File: config.mk
export PLATFORM = sky130hd
export DESIGN_NAME = pipeline_hazard_ctrl_flat
export DESIGN_NICKNAME = d
export VERILOG_FILES = /design/src/rtl/pipeline_hazard_ctrl_if.sv /design/src/rtl/pipeline_hazard_ctrl.sv /design/src/flat_wrapper.sv
export SDC_FILE = /design/constraint.sdc
export NUM_CORES = 1
export LEC_CHECK = 0
export ABC_AREA = 0
export CORE_ASPECT_RATIO = 1.2
export CORE_UTILIZATION = 46
export DETAILED_ROUTE_END_ITERATION = 10
export GPL_TIMING_DRIVEN = 0
export PLACE_DENSITY_LB_ADDON = 0.15
export SYNTH_ARGS = -nofsm -noshare
export SYNTH_HDL_FRONTEND = slang
export SYNTH_SLANG_ARGS = --single-unit
File: constraint.sdc
create_clock -name clk -period 2.4 [get_ports clk]
set_input_delay 0.24 -clock clk [delete_from_list [all_inputs] [get_ports clk]]
set_output_delay 0.24 -clock clk [all_outputs]
set_load 0.05 [all_outputs]
File: src/rtl/pipeline_hazard_ctrl_if.sv
// Hazard-control bundle between the MIPS pipeline datapath and the stall/flush controller.
// The pipeline (master) presents hazard sources; the controller (slave) returns stage enables and flushes.
interface pipeline_hazard_ctrl_if #(
    parameter int CNT_W = 16
);
    logic [4:0]       id_rs;
    logic [4:0]       id_rt;
    logic             ex_mem_read;
    logic [4:0]       ex_rt;
    logic             mem_req;
    logic             mem_ack;
    logic             branch_taken;

    logic             pc_enable;
    logic             if_id_enable;
    logic             if_id_flush;
    logic             id_ex_enable;
    logic             id_ex_flush;
    logic             ex_mem_enable;
    logic             mem_wb_enable;
    logic             mem_error;
    logic [CNT_W-1:0] stall_count;

    modport master (
        output id_rs, id_rt, ex_mem_read, ex_rt, mem_req, mem_ack, branch_taken,
        input  pc_enable, if_id_enable, if_id_flush, id_ex_enable, id_ex_flush,
               ex_mem_enable, mem_wb_enable, mem_error, stall_count
    );

    modport slave (
        input  id_rs, id_rt, ex_mem_read, ex_rt, mem_req, mem_ack, branch_taken,
        output pc_enable, if_id_enable, if_id_flush, id_ex_enable, id_ex_flush,
               ex_mem_enable, mem_wb_enable, mem_error, stall_count
    );
endinterface

File: src/rtl/pipeline_hazard_ctrl.sv
// Stall/flush controller for the 5-stage pipeline: load-use, multi-cycle data memory, taken-branch squash.
// Latency: controls are combinational from state and inputs; it is the stall source and takes no backpressure.
module pipeline_hazard_ctrl #(
    parameter int MEM_TIMEOUT = 64,
    parameter int CNT_W       = 16
) (
    input  logic                 clk,
    input  logic                 reset,
    pipeline_hazard_ctrl_if.slave hz
);
    localparam int               WAIT_W     = (MEM_TIMEOUT < 1) ? 1 : $clog2(MEM_TIMEOUT + 1);
    localparam logic [WAIT_W-1:0] WAIT_LIMIT = WAIT_W'(MEM_TIMEOUT);

    localparam logic [1:0] S_RUN      = 2'd0;
    localparam logic [1:0] S_MEM_WAIT = 2'd1;
    localparam logic [1:0] S_ERROR    = 2'd2;

    logic [1:0]        state, state_nxt;
    logic [WAIT_W-1:0] wait_cnt, wait_cnt_nxt;
    logic [CNT_W-1:0]  stall_cnt;

    logic pc_en, if_id_en, if_id_fl, id_ex_en, id_ex_fl, ex_mem_en, mem_wb_en;
    logic resolve;
    logic load_use;
    logic mem_stall;

    // r0 is hardwired zero, so a load targeting it never creates a dependency
    assign load_use  = hz.ex_mem_read && (hz.ex_rt != 5'd0) &&
                       ((hz.ex_rt == hz.id_rs) || (hz.ex_rt == hz.id_rt));
    assign mem_stall = hz.mem_req && !hz.mem_ack;

    always_comb begin
        state_nxt    = state;
        wait_cnt_nxt = wait_cnt;
        resolve      = 1'b0;
        pc_en        = 1'b0;
        if_id_en     = 1'b0;
        if_id_fl     = 1'b0;
        id_ex_en     = 1'b0;
        id_ex_fl     = 1'b0;
        ex_mem_en    = 1'b0;
        mem_wb_en    = 1'b0;

        case (state)
            S_RUN: begin
                if (mem_stall) begin
                    state_nxt    = (MEM_TIMEOUT == 1) ? S_ERROR : S_MEM_WAIT;
                    wait_cnt_nxt = WAIT_W'(1);
                end else begin
                    resolve = 1'b1;
                end
            end
            S_MEM_WAIT: begin
                // A branch in EX stays frozen here and is resolved on the ack cycle
                if (!hz.mem_ack) begin
                    wait_cnt_nxt = wait_cnt + WAIT_W'(1);
                    if ((MEM_TIMEOUT != 0) && (wait_cnt_nxt == WAIT_LIMIT)) begin
                        state_nxt = S_ERROR;
                    end
                end else begin
                    resolve      = 1'b1;
                    state_nxt    = S_RUN;
                    wait_cnt_nxt = '0;
                end
            end
            S_ERROR: begin
                state_nxt = S_ERROR;
            end
            default: begin
                state_nxt    = S_RUN;
                wait_cnt_nxt = '0;
            end
        endcase

        if (resolve) begin
            if (hz.branch_taken) begin
                pc_en     = 1'b1;
                if_id_en  = 1'b1;
                if_id_fl  = 1'b1;
                id_ex_en  = 1'b1;
                id_ex_fl  = 1'b1;
                ex_mem_en = 1'b1;
                mem_wb_en = 1'b1;
            end else if (load_use) begin
                id_ex_en  = 1'b1;
                id_ex_fl  = 1'b1;
                ex_mem_en = 1'b1;
                mem_wb_en = 1'b1;
            end else begin
                pc_en     = 1'b1;
                if_id_en  = 1'b1;
                id_ex_en  = 1'b1;
                ex_mem_en = 1'b1;
                mem_wb_en = 1'b1;
            end
        end

        if (!reset) begin
            pc_en     = 1'b0;
            if_id_en  = 1'b0;
            if_id_fl  = 1'b0;
            id_ex_en  = 1'b0;
            id_ex_fl  = 1'b0;
            ex_mem_en = 1'b0;
            mem_wb_en = 1'b0;
        end
    end

    always_ff @(posedge clk) begin
        if (!reset) begin
            state     <= S_RUN;
            wait_cnt  <= '0;
            stall_cnt <= '0;
        end else begin
            state    <= state_nxt;
            wait_cnt <= wait_cnt_nxt;
            if (!pc_en && (stall_cnt != {CNT_W{1'b1}})) begin
                stall_cnt <= stall_cnt + CNT_W'(1);
            end
        end
    end

    assign hz.pc_enable     = pc_en;
    assign hz.if_id_enable  = if_id_en;
    assign hz.if_id_flush   = if_id_fl;
    assign hz.id_ex_enable  = id_ex_en;
    assign hz.id_ex_flush   = id_ex_fl;
    assign hz.ex_mem_enable = ex_mem_en;
    assign hz.mem_wb_enable = mem_wb_en;
    assign hz.mem_error     = (state == S_ERROR);
    assign hz.stall_count   = stall_cnt;
endmodule

File: src/flat_wrapper.sv
// flat-port wrapper written by rule: the top's interface ports become plain ports
module pipeline_hazard_ctrl_flat 
#(
    parameter int MEM_TIMEOUT = 64,
    parameter int CNT_W       = 16
)
  (clk, reset, hz_id_rs, hz_id_rt, hz_ex_mem_read, hz_ex_rt, hz_mem_req, hz_mem_ack, hz_branch_taken, hz_pc_enable, hz_if_id_enable, hz_if_id_flush, hz_id_ex_enable, hz_id_ex_flush, hz_ex_mem_enable, hz_mem_wb_enable, hz_mem_error, hz_stall_count);
  pipeline_hazard_ctrl_if #(.CNT_W(CNT_W)) hz_i ();
  input  logic clk;
  input  logic reset;
  input wire logic [$bits(hz_i.id_rs)-1:0] hz_id_rs;
  input wire logic [$bits(hz_i.id_rt)-1:0] hz_id_rt;
  input wire logic [$bits(hz_i.ex_mem_read)-1:0] hz_ex_mem_read;
  input wire logic [$bits(hz_i.ex_rt)-1:0] hz_ex_rt;
  input wire logic [$bits(hz_i.mem_req)-1:0] hz_mem_req;
  input wire logic [$bits(hz_i.mem_ack)-1:0] hz_mem_ack;
  input wire logic [$bits(hz_i.branch_taken)-1:0] hz_branch_taken;
  output wire logic [$bits(hz_i.pc_enable)-1:0] hz_pc_enable;
  output wire logic [$bits(hz_i.if_id_enable)-1:0] hz_if_id_enable;
  output wire logic [$bits(hz_i.if_id_flush)-1:0] hz_if_id_flush;
  output wire logic [$bits(hz_i.id_ex_enable)-1:0] hz_id_ex_enable;
  output wire logic [$bits(hz_i.id_ex_flush)-1:0] hz_id_ex_flush;
  output wire logic [$bits(hz_i.ex_mem_enable)-1:0] hz_ex_mem_enable;
  output wire logic [$bits(hz_i.mem_wb_enable)-1:0] hz_mem_wb_enable;
  output wire logic [$bits(hz_i.mem_error)-1:0] hz_mem_error;
  output wire logic [$bits(hz_i.stall_count)-1:0] hz_stall_count;
  assign hz_i.id_rs = hz_id_rs;
  assign hz_i.id_rt = hz_id_rt;
  assign hz_i.ex_mem_read = hz_ex_mem_read;
  assign hz_i.ex_rt = hz_ex_rt;
  assign hz_i.mem_req = hz_mem_req;
  assign hz_i.mem_ack = hz_mem_ack;
  assign hz_i.branch_taken = hz_branch_taken;
  assign hz_pc_enable = hz_i.pc_enable;
  assign hz_if_id_enable = hz_i.if_id_enable;
  assign hz_if_id_flush = hz_i.if_id_flush;
  assign hz_id_ex_enable = hz_i.id_ex_enable;
  assign hz_id_ex_flush = hz_i.id_ex_flush;
  assign hz_ex_mem_enable = hz_i.ex_mem_enable;
  assign hz_mem_wb_enable = hz_i.mem_wb_enable;
  assign hz_mem_error = hz_i.mem_error;
  assign hz_stall_count = hz_i.stall_count;
  pipeline_hazard_ctrl #(.MEM_TIMEOUT(MEM_TIMEOUT), .CNT_W(CNT_W)) u_core (.clk(clk), .reset(reset), .hz(hz_i));
endmodule
=== Word level (Yosys, flattened, before mapping) ===
Index checks and enable logic that the tools add are counted.

* Output and inout bits: 24
* Register bits: 25
* Logic and storage cells: 48
* Bits of input ports: 21

* Reductions and logical operators: 11
* Add/subtract/negate cells: 2
* Muxes and demuxes: 23
* Bitwise operators: 1
* Equal/unequal tests: 8

{| class="wikitable"
|+ Operators with widths
! kind !! count
|-
| $pmux 7 s3 || 1
|-
| $add 16x1->16 const B || 1
|-
| $ne 16x16->1 const B || 1
|-
| $mux 1 || 15
|-
| $mux 7 || 2
|-
| $eq 5x5->1 || 2
|-
| $add 7x1->7 const B || 1
|-
| $eq 7x7->1 const B || 1
|-
| $mux 2 || 3
|-
| $pmux 2 s3 || 1
|-
| $reduce_bool 5->1 || 1
|-
| $logic_and 1x1->1 || 4
|-
| $reduce_and 2->1 || 2
|-
| $ne 3x2->1 const B || 1
|-
| $eq 2x1->1 const B || 1
|-
| $eq 2x2->1 const B || 1
|-
| $logic_not 1->1 || 2
|-
| $logic_not 2->1 || 1
|-
| $ne 2x1->1 const B || 1
|-
| $pmux 1 s2 || 1
|-
| $logic_or 1x1->1 || 1
|-
| $not 1->1 || 1
|}

=== Logic depth before layout (Yosys ltp) ===
* Word-level depth: 9
* Gate-level depth with buffers: 9
* Mapped depth without buffers: 7

=== Least setup slack after synthesis ===
Ideal clock, no wire load.

* Path type: flip-flop to output port
* From: reg u_core.state[0]
* To: out hz_pc_enable
* Stages on the path, launching flop included: 6
* Data arrival time: 3.058 ns
* Path slack: -0.898 ns
* Buffers on the path: 2
* Data required time: 2.160 ns
* Cells stage by stage: dfxtp_1 -> buf_2 -> o21ba_2 -> nor3_2 -> a21boi_0 -> buf_4

* Word-level cells in the longest chain between the ends: 4
* Elaborated cells between the ends (all ways): 5

{| class="wikitable"
|+ Ends and longest elaborated chain
! element !! line !! RTL
|-
| start, declared || pipeline_hazard_ctrl.sv:18 || <nowiki>logic [1:0] state, state_nxt;</nowiki>
|-
| start signal, assigned || pipeline_hazard_ctrl.sv:115 || <nowiki>state <= state_nxt;</nowiki>
|-
| $eq 2x1->1 / $logic_not 2->1 (equally long branches) || pipeline_hazard_ctrl.sv:44 || <nowiki>case (state)</nowiki>
|-
| $pmux 1 s2 (*) || pipeline_hazard_ctrl.sv:44 ||
|-
| $mux 1 (*) (2 in a row) || -- ||
|-
| end, declared || flat_wrapper.sv:18 || <nowiki>output wire logic [$bits(hz_i.pc_enable)-1:0] hz_pc_enable;</nowiki>
|}

Every way passes the cells marked *; elsewhere a longest branch is shown, timed or not.

=== Worst setup path in the final report ===
* From: in reset
* To: out hz_if_id_flush

* Word-level cells in the longest chain between the ends: 1

{| class="wikitable"
|+ Ends and longest elaborated chain
! element !! line !! RTL
|-
| start, declared || flat_wrapper.sv:10 || <nowiki>input logic reset;</nowiki>
|-
| $mux 1 || pipeline_hazard_ctrl.sv:98 || <nowiki>if (!reset) begin</nowiki>
|-
| end, declared || flat_wrapper.sv:20 || <nowiki>output wire logic [$bits(hz_i.if_id_flush)-1:0] hz_if_id_flush;</nowiki>
|}

Every way passes these cells.

==> impl_metrics.csv <==
group,metric,value,unit
synth,synth_seq_cells,25,
clocking,postCtsSetupBuffers,0,
synth,syn_nets,206,
clocking,clock-root-buffer,"clkbuf_4",
synth,ys_seq_area_frac,0.346,
pwr,total_power,820,uW
pwr,p_leak,0.683,nW
timing,hold_viol_final,0,
clocking,cts_tree,"done",
critical_path,endpoint_kind,"primary output",
clocking,htreeDepth,1,
timing,slew_viol_final,0,
floorplan,core_area,2890,sq um
floorplan,die_width,53.2,microns
critical_path,worstPathMaxFanout,6,
global_route,antenna_found_initial,0,
route,vias,1488,
timing,fin_crit_sh,0.956,
layout,syn_to_final_growth,35.1,%
clocking,path_clk_slew,120,ps
synth,yosys.cell_types.count,43,
route,drc,0,
synth,synth_top_flop_cell,"dfxtp_1",
synth,avgSynthCellArea,7.90,sq um
synth,syn_inst,183,
clocking,clock_path_buffers,2,
clocking,cts.sinks,25,
floorplan,initial_utilization,0.500,
pwr,power_density,420,nW/um^2
route,drtPass1Iterations,4,
critical_path,arrival,2050,ps
layout,drive_gt1_frac,0.0909,
synth,synth_top_area_share,0.346,
timing,hold_slack,506,ps
route,wire_per_inst,13.2,microns
hold_path,hp-class,"flip-flop to flip-flop",
global_route,grt_start_max_net_pins,14,
timing,clock_skew,11.4,ps
pwr,peakVddDrop,0.363,mV
layout,antenna_cells,0,
critical_path,cp.required,2160,ps
route,ant_nets,0,
timing,fmax,436,MHz
place,hpwl,2760,microns
global_route,gr-usage-all-layers,0.231,
layout,stdcell_area,1950,sq um
timing,slew-limit-headroom,0.657,
critical_path,cp-start-kind,"input port",
synth,synth_edf_count,0,
place,gp_congestion,0.816,
place,port_buffers,44,
floorplan,dieArea,3370,sq um
floorplan,die_h,63.4,microns
clocking,clock_latency,320,ps
global_route,grt_pass1_wl,5980,microns
place,place_area,1940,sq um
route,routed_wl,3500,microns
outcome,status,"finished, final reports clean",
timing,rsz0062_at_grt,"false",
timing,final-setup-viol-count,0,
flow_run,max_cap_violations,0,
synth,mappedNetlistArea,1450,sq um
timing,tightest_slew,513,ps
global_route,gr-total-overflow,0,
layout,n_fill_cell,270,
timing,fin_crit,2290,ps
clocking,cts_made_buffers,3,
route,viasPerCell,5.62,
synth,synth_largest_area_cell,"dfxtp_1",
synth,yosysWarnings,0,
floorplan,num_io_pins,45,
floorplan,rows,21,
global_route,grt_pass1_vias,1434,
critical_path,crit_type,"input port to primary output",
layout,nets,255,
synth,synth_area_leaders,"dfxtp_1, a21oi_1, xnor2_1",
synth,synth-async-reset-ratio,0,
route,drt_iter0_markers,60,
per-layer routing:
| metal | share of wire | GRT usage | routed length, microns | vias to the layer above |
|---|---|---|---|---|
| li1 | - | - | - | 762 |
| met1 | 0.42 | 0.254 | 1450 | 689 |
| met2 | 0.54 | 0.427 | 1900 | 33 |
| met3 | 0.034 | 0.0459 | 120 | 4 |
| met4 | 0.0089 | 0.0658 | 31 | 0 |
| met5 | 0 | 0 | 0 | - |
registers in the layout, summed over array words and instances (netlist names):
| signal | count |
|---|---|
| u_core.hz.stall_count | 16 |
| u_core.state | 2 |
| u_core.wait_cnt | 7 |
what timing repair did:
| item | CTS | global route |
|---|---|---|
| setup endpoints to repair | 5 | 3 |
| hold buffers | 0 | 0 |
| gates resized for setup | 8 | 5 |
| gates cloned | 0 | 0 |
cells in the mapped netlist (2+ instances only):
master / instances
a21oi_1: 19
and3_1: 4
and4_1: 2
buf_2: 2
buf_4: 3
clkbuf_1: 3
dfxtp_1: 25
ha_1: 2
inv_1: 6
mux2i_1: 2
nand2_1: 14
nand3_1: 10
nand4_1: 4
nor2_1: 16
nor2b_1: 2
nor3_2: 2
nor4_1: 3
o21a_1: 2
o21ai_0: 9
o21ai_1: 8
or3_1: 13
or4_1: 2
xnor2_1: 10
kinds of logic after synthesis:
kind of cell | after synthesis | share of synthesized area
XOR/XNOR | 11 | 0.0667
AO/OA/AOI/OAI | 49 | 0.197
buffers and inverters | 16 | 0.0641
flip-flops | 25 | 0.346
AND/OR/NAND/NOR | 78 | 0.295
adder cells (fa/ha/maj) | 2 | 0.0173
multiplexers | 2 | 0.0139
stage by stage:
stage	setup WS [ps]	cells	TNS [ps]	util
after floorplan	51.0	183	0	-
after global placement	-415	261	-1000	0.671
after global routing	40.0	265	0	0.675
after CTS	4.16	265	0	0.678
final	106	265	0	0.675
after detailed placement	-437	261	-1170	0.671
final timing paths:
path / start / endpoint / depth (start not counted) / slack, ps
setup reg to reg: u_core.hz.stall_count[0] / u_core.hz.stall_count[1] / 9 / 330
hold reg to reg: u_core.hz.stall_count[11] / u_core.hz.stall_count[11] / 2 / 510
setup / recovery: reset / hz_if_id_flush / 4 / 110
hold / removal: u_core.hz.stall_count[11] / u_core.hz.stall_count[11] / 2 / 510
critical path, stage by stage:
cell             delay [ps]
clkdlybuf4s50_1         560
inv_1                   170
nor4_1                  240
clkdlybuf4s50_1         840
cells in the final DEF (no fill, tap or decap), types with 2 or more instances in the layout:
cell / n
nand3_1: 10
nor2_1: 16
and3_1: 4
or4_1: 2
nand2_1: 14
mux2i_1: 2
o21a_1: 2
ha_1: 2
nand4_1: 4
a21oi_1: 19
clkdlybuf4s50_1: 38
inv_1: 6
buf_4: 4
o21ai_1: 8
dfxtp_1: 25
xnor2_1: 10
buf_2: 3
or3_1: 13
o21ai_0: 9
clkbuf_1: 4
nor4_1: 3
nor2b_1: 2
and4_1: 2
clkbuf_4: 3
dlygate4sd2_1: 2
layout make-up:
cell class	count	area, sq um	share of cell area
flip-flops and latches	25	500	0.256
plain buffers	10	70.1	0.0359
well taps	34	42.5	0.0218
repair buffers	44	428	0.219
clock buffers	4	26.3	0.0135
multi-input cells	142	862	0.442
inverters	6	22.5	0.0115
power breakdown:
group          leakage (nW)  switching, mW  total [mW]  internal, mW
Sequential            0.202        0.00881       0.432         0.423
Clock                0.0150          0.122       0.187        0.0651
Combinational         0.466          0.113       0.202        0.0887
Total                 0.683          0.244       0.820         0.577
(Power assumes the default switching activity.)
